[src/rtl/alu_pkg.sv]
// Shared types and sizing for the ALU shift units.
package alu_pkg;

  localparam int unsigned DATA_W  = 32;
  localparam int unsigned SHAMT_W = 5;
  localparam int unsigned STEP_W  = 4;
  localparam int unsigned STEP4   = 4;
  localparam int unsigned STEP8   = 8;

  typedef enum logic [1:0] {
    IDLE  = 2'd0,
    SHIFT = 2'd1,
    DONE  = 2'd2
  } state_e;

  // In-flight shift operation: partially shifted data, remaining amount, fill bit.
  typedef struct packed {
    logic [DATA_W-1:0]  data;
    logic [SHAMT_W-1:0] count;
    logic               fill;
  } srx_op_t;

endpackage

[src/rtl/srx_step.sv]
// One combinational right-shift step by 0..8 positions with a selectable fill bit.
module srx_step
  import alu_pkg::*;
(
  input  logic [DATA_W-1:0] data_i,
  input  logic [STEP_W-1:0] step_i,
  input  logic              fill_i,
  output logic [DATA_W-1:0] data_c_o
);

  logic [DATA_W-1:0] fill_mask_c;

  // Bits vacated at the top of the word take the fill value.
  always_comb begin
    fill_mask_c = ~({DATA_W{1'b1}} >> step_i);
    data_c_o    = (data_i >> step_i) | (fill_mask_c & {DATA_W{fill_i}});
  end

endmodule

[src/rtl/srx_iter32.sv]
// Iterative 32-bit SRL/SRA unit shifting STEP bits per cycle.
// Define SRX_STEP8_EN for 8-bit steps; 4-bit steps otherwise.
module srx_iter32
  import alu_pkg::*;
(
  input  logic              clk,
  input  logic              rst_n,
  input  logic              start,
  input  logic [DATA_W-1:0] a,
  input  logic [DATA_W-1:0] b,
  input  logic              arith,
  input  logic              flush,
  output logic              busy,
  output logic              done,
  output logic [DATA_W-1:0] res
);

`ifdef SRX_STEP8_EN
  localparam int unsigned STEP = STEP8;
`else
  localparam int unsigned STEP = STEP4;
`endif

  state_e             state_q, state_d;
  srx_op_t            op_q, op_d;
  logic [DATA_W-1:0]  res_q, res_d;
  logic               busy_q, done_q;

  logic [STEP_W-1:0]  step_c;
  logic [SHAMT_W-1:0] count_left_c;
  logic [DATA_W-1:0]  shifted_c;
  logic               unused_a_c;

  // Only the instruction shamt field of a is meaningful.
  assign unused_a_c = ^{a[DATA_W-1:11], a[5:0]};

  always_comb begin
    if (op_q.count > SHAMT_W'(STEP)) begin
      step_c = STEP_W'(STEP);
    end else begin
      step_c = STEP_W'(op_q.count);
    end
    count_left_c = op_q.count - SHAMT_W'(step_c);
  end

  srx_step u_step (
    .data_i   (op_q.data),
    .step_i   (step_c),
    .fill_i   (op_q.fill),
    .data_c_o (shifted_c)
  );

  // Next-state and datapath update; flush overrides everything else.
  always_comb begin
    state_d = state_q;
    op_d    = op_q;
    res_d   = res_q;

    case (state_q)
      IDLE, DONE: begin
        if (start) begin
          op_d.data  = b;
          op_d.count = a[10:6];
          op_d.fill  = arith & b[DATA_W-1];
          state_d    = SHIFT;
        end else begin
          state_d = IDLE;
        end
      end
      SHIFT: begin
        op_d.data  = shifted_c;
        op_d.count = count_left_c;
        if (count_left_c == '0) begin
          res_d   = shifted_c;
          state_d = DONE;
        end
      end
      default: state_d = IDLE;
    endcase

    if (flush) begin
      state_d = IDLE;
      op_d    = op_q;
      res_d   = res_q;
    end
  end

  // Single register stage; busy/done are registered decodes of the next state.
  always_ff @(posedge clk or negedge rst_n) begin
    if (!rst_n) begin
      state_q <= IDLE;
      op_q    <= '0;
      res_q   <= '0;
      busy_q  <= 1'b0;
      done_q  <= 1'b0;
    end else begin
      state_q <= state_d;
      op_q    <= op_d;
      res_q   <= res_d;
      busy_q  <= (state_d == SHIFT);
      done_q  <= (state_d == DONE);
    end
  end

  assign busy = busy_q;
  assign done = done_q;
  assign res  = res_q;

endmodule
[config.mk]
export PLATFORM = sky130hd
export DESIGN_NAME = srx_iter32
export DESIGN_NICKNAME = d
export VERILOG_FILES = /design/src/rtl/alu_pkg.sv /design/src/rtl/srx_step.sv /design/src/rtl/srx_iter32.sv
export SDC_FILE = /design/constraint.sdc
export NUM_CORES = 1
export LEC_CHECK = 0
export BUFFER_PORTS_ARGS = -buffer_cell sky130_fd_sc_hd__buf_2
export CAP_MARGIN = 20
export CELL_PAD_IN_SITES_DETAIL_PLACEMENT = 1
export CELL_PAD_IN_SITES_GLOBAL_PLACEMENT = 1
export CORE_ASPECT_RATIO = 0.7
export CORE_UTILIZATION = 42
export DETAILED_ROUTE_END_ITERATION = 10
export PLACE_DENSITY = 0.86
export SLEW_MARGIN = 20
export SYNTH_ARGS = -nofsm -noshare
export SYNTH_HDL_FRONTEND = slang
export SYNTH_SLANG_ARGS = --single-unit
export TNS_END_PERCENT = 5
[constraint.sdc]
create_clock -name clk -period 2.6 [get_ports clk]
set_input_delay 0.65 -clock clk [delete_from_list [all_inputs] [get_ports clk]]
set_output_delay 0.65 -clock clk [all_outputs]
set_load 0.02 [all_outputs]
# Yosys cells after proc, flatten, opt, wreduce, memory -nomap -nowiden
# Cells that the tools add are included.
[classes]
n_shift = 2
eq_ne = 5
addsub = 1
n_bitwise = 5
muxes = 7
magnitude_cmp = 1
reduce_logical = 7
[ops]
columns = ["op", "n"]
rows = [
  ["37-bit one-hot mux with 2 select lines", 1],
  ["38-bit two-way mux", 1],
  ["32-bit bitwise AND", 1],
  ["32-bit inverter", 1],
  ["32-bit OR", 1],
  ["32-bit by 4-bit right shift with 32-bit output", 1],
  ["32-bit by 4-bit right shift with 32-bit output, first input constant", 1],
  ["3-bit AND reduction", 3],
  ["5-bit by 3-bit greater-than comparator with 1-bit output, second input constant", 1],
  ["5-bit logical NOT", 1],
  ["5-bit by 4-bit subtractor with 5-bit output", 1],
  ["2-bit by 1-bit equality test with 1-bit output, second input constant", 2],
  ["2-bit equality test, second input constant", 2],
  ["2-bit two-way mux", 2],
  ["4-bit two-way mux", 1],
  ["2-bit one-hot mux with 2 select lines", 1],
  ["2-bit logical NOT", 1],
  ["2-bit != test, second input constant", 1],
  ["2-bit nonzero test", 1],
  ["2-bit OR reduction", 1],
  ["1-bit bitwise AND", 1],
  ["1-bit two-way mux", 1],
  ["1-bit inverter", 1],
]
[word_totals]
regBits = 74
output_inout_bits = 34
inputBits = 69
wordCells = 35

# Depth between registers and ports, before layout
[depth]
word_depth = 8
ltp_mapped = 10
mapped_depth_nobuf = 7

# Hierarchy
# Synthesis repeated with hierarchy kept, for this count alone.
[unflattened]
cells_unflattened = 505
hier_area_um2 = 4981.0
[by_module_without_submodules]
columns = ["module", "seq_area_each_um2", "cells_each", "area_each_um2", "n_inst"]
rows = [
  ["srx_iter32", 1851.8, 316, 3407.0, 1],
  ["srx_step", 0.0, 189, 1574.0, 1],
]

# Least setup slack after synthesis
# Ideal clock, no wire load.
[synth_timing]
path_type = "register -> register"
from = "reg op_q[4] (netlist name)"
to = "reg res_q[4], in the netlist res[4]"
path_slack_ns = 0.294
stages_incl_launch_ff = 10
required_ns = 2.475
path_buffers = 2
period_less_slack_ns = 2.306
arrival_ns = 2.181
setup_time_ns = 0.125
path_cell_list = "dfrtp_1 -> buf_2 -> or3_1 -> clkbuf_1 -> nand2_1 -> ha_1 -> nor2_1 -> o31ai_2 -> nor2_4 -> mux2_2"
[synth_between]
elab_chain_len = 6
word_cells_on_any_way = 10
classes_between = "add/sub: 1; order compare: 1; shift: 2; mux: 1; bitwise: 3; reduce/logical: 2"
[synth_lines]
columns = ["element", "line", "source"]
rows = [
  ["from (decl)", "srx_iter32.sv:25", "srx_op_t op_q, op_d;"],
  ["from (signal assigned)", "srx_iter32.sv:98", "op_q <= op_d;"],
  ["parallel branches: the longest is 6 deep, another holds 5-bit by 3-bit greater-than comparator with 1-bit output", "n/a", ""],
  ["to (signal assigned)", "srx_iter32.sv:99", "res_q <= res_d;"],
  ["to (decl)", "srx_iter32.sv:26", "logic [DATA_W-1:0] res_q, res_d;"],
]
# Parallel ways; which one is timed is not known.
# A chain may end at the register's enable or synchronous reset.

# Worst setup path after layout
[layout_timing]
from = "reg op_q[4] (netlist name)"
to = "reg res_q[28], in the netlist res[28]"
# The elaborated chain is that of the path after synthesis.

==> impl_metrics.py <==
metrics = {
    "run_status": {
        "outcome": "complete, but fails checks",
        "violations": "design-rule violations",
    },
    "final_layout": {
        "n_antenna_cell": 0,
        "drive_gt1_frac": 0.300,
        "fillers": 1157,
        "nets": 573,
        "multi_input_area_um2": 2400,
        "areaGrowthSynthToFinish_pct": 19.8,
        "final_area_um2": 5350,
        "final-seq-area_um2": 1850,
    },
    "run": {
        "drv_cap": 0,
    },
    "floorplanning": {
        "die-area_um2": 11100,
        "start_util": 0.431,
        "rows": 31,
        "ios": 103,
        "dieHeight_um": 88.3,
        "core_um2": 10400,
        "dieWidth_um": 125,
    },
    "clocking": {
        "cts_hold_buf": 0,
        "clk_pin_slew_ps": 60,
        "htreeDepth": 3,
        "cts_tree": "yes",
        "clkSinkCount": 74,
        "cts_root_buffer": "clkbuf_16",
        "clock_latency_ps": 350,
        "postCtsSetupRepairBufs": 0,
        "ctsResizeCount": 0,
        "numCtsBuffers": 9,
        "clk_path_buf_depth": 2,
    },
    "sta": {
        "drv_slew": 0,
        "setup_tns_ps": 0,
        "fmax_mhz": 414,
        "finClkSkew_ps": 8.97,
        "setup_violations": 0,
        "finalCriticalPeriod_ps": 2420,
        "fin_crit_sh": 0.929,
        "worstMarginPinSlew_ps": 649,
        "rsz0062_at_grt": "false",
        "slew-limit-headroom": 0.567,
        "hold_viol_final": 0,
    },
    "power_and_ir_drop": {
        "power.density_nw_per_um2": 1190,
        "clkPwrFrac": 0.216,
        "comb_power_share": 0.441,
        "switching_share": 0.411,
        "internal-power_w": 0.00375,
        "p_sw_w": 0.00262,
        "vdd_drop_max_mv": 0.429,
        "p_leak_nw": 2.18,
        "pwr-share-seq": 0.343,
    },
    "grt": {
        "grt_pass1_wl_um": 22800,
        "grt_pass1_vias": 4183,
        "grt_start_max_net_pins": 42,
        "grt_use_total": 0.272,
        "grt_overflow_total": 0,
        "antenna_found_initial": 0,
    },
    "yosys": {
        "post-synth-top-count-cell": "a21oi_1",
        "synthDistinctLibCells": 48,
        "synth_area_leaders": "dfrtp_1 (41%), mux4_2 (12%), a21oi_1 (10%), mux2i_1 (6.7%), o21ai_0 (3.9%)",
        "yosys.area.top_type": "dfrtp_1",
        "synth_top_area_frac": 0.414,
        "synthTopCellsByCount": "a21oi_1 (92), dfrtp_1 (74), nor2_1 (39)",
        "ys_seq_elements": 74,
        "syn-num-nets": 506,
        "async_flop_share": 1.00,
        "syn_avg_cell_area_um2": 10.3,
        "synth_area_um2": 4470,
        "synth-edff-count": 0,
        "synth_ff_type": "dfrtp_1",
        "syn_inst": 435,
        "yosysSeqAreaShare": 0.414,
        "yosysWarnings": 0,
    },
    "min_path": {
        "hold_path_class": "input pin to asynchronous set/reset pin",
    },
    "worst_setup_path": {
        "worstPathRequired_ps": 2870,
        "r2r_setup_slack_ps": 180,
        "worst_ep_arrival_time_ps": 2690,
        "path_class": "flip-flop to flip-flop",
        "crit_path_start_kind": "flip-flop",
        "cp_max_fo": 20,
        "worstSetupEndpointType": "flip-flop",
        "reg2reg_to": "res[28]$_DFFE_PN0P_",
        "r2r-start": "op_q[4]$_DFFE_PN0P_",
        "reg2reg_depth": 8,
    },
    "route": {
        "drc_errors": 4,
        "vias": 4011,
        "postRouteAntennaNets": 0,
        "vias_per_cell": 6.29,
        "wl_per_cell_um": 22.3,
        "firstDrtPassIters": 7,
        "wl_um": 14300,
        "drt_iter0_markers": 288,
    },
    "placement": {
        "place_area_um2": 5030,
        "globalplace.congestion": 0.858,
        "dpl.hpwl_um": 9480,
        "port-buffer-count": 75,
    },
}
## final cells by class
type                       count  share of cell area
clock buffer                  13              0.0486
clock inverter                 2              0.0112
inverter                       3             0.00210
multi-input combinational    316               0.448
sequential                    74               0.346
tap                          132              0.0309
timing repair buffer          98               0.113
## routing by layer
metal | GRT usage | vias up | share of wire | wire length (um)
li1 | - | 1786 | - | -
met1 | 0.363 | 2077 | 0.45 | 6440
met2 | 0.445 | 126 | 0.47 | 6750
met3 | 0.0623 | 22 | 0.057 | 817
met4 | 0.0965 | 0 | 0.018 | 250
met5 | 0 | - | 0 | 0
## layout by cell type (no fill, tap or decap), types with 5 or more instances in the layout
cell,instances
a31oi_1,6
mux2_2,5
mux4_2,23
nor2_1,38
clkbuf_16,9
buf_4,19
dfrtp_1,74
nand2_1,9
o22ai_1,23
mux2i_1,30
o21ai_0,35
buf_2,74
a21oi_1,91
## state kept, by name (all words and copies together), names as in the netlist
| name | flops |
|---|---|
| op_q | 38 |
| done | 1 |
| state_q | 2 |
| busy | 1 |
| res | 32 |
## how the worst max path moves through the flow
stage,startpoint,end,slack (ps),depth (start not counted)
6_report,op_q[4]$_DFFE_PN0P_,res[28]$_DFFE_PN0P_,180,8
5_1_grt,op_q[4]$_DFFE_PN0P_,res[28]$_DFFE_PN0P_,50,8
4_1_cts,op_q[4]$_DFFE_PN0P_,res[28]$_DFFE_PN0P_,130,8
3_5_place_dp,op_q[4]$_DFFE_PN0P_,res[26]$_DFFE_PN0P_,130,8
3_3_place_gp,start,op_q[12]$_DFFE_PN0P_,280,4
2_1_floorplan,op_q[4]$_DFFE_PN0P_,res[4]$_DFFE_PN0P_,290,9
## cell families after synthesis
group | Yosys count | synth area share
AOI/OAI and AO/OA | 175 | 0.220
xor gates and xnor gates | 1 | 0.00196
adders and majority gates | 2 | 0.00560
buffers and inverters | 45 | 0.0532
DFF | 74 | 0.414
muxes | 63 | 0.220
other | 2 | 0.00168
and+or+nand+nor | 73 | 0.0832
## critical path, stage by stage (launching register included)
cell	delay, ps
dfrtp_1	490
or3_1	460
nand2_1	120
ha_1	250
nor2_1	210
o31ai_2	190
nor2_4	200
buf_6	240
a2bb2oi_1	170
## metrics by stage
step	instances	power (W)	utilization	worst slack [ps]	hold WS, ps
after floorplan	435	0.00398	-	294	354
after global placement	623	0.00476	0.485	281	499
after detailed placement	623	0.00493	0.485	134	510
after CTS	638	0.00638	0.516	128	322
after global routing	638	0.00670	0.517	49.8	348
final	638	0.00637	0.517	185	297
## power by group through the flow
stage,sequential (W),combinational (W),clock [W]
2_1_floorplan,0.00232,0.00167,0
3_3_place_gp,0.00211,0.00265,0
3_5_place_dp,0.00217,0.00277,0
4_1_cts,0.00217,0.00281,0.00140
5_1_grt,0.00225,0.00303,0.00143
6_report,0.00218,0.00281,0.00138
(Power assumes the default switching activity.)
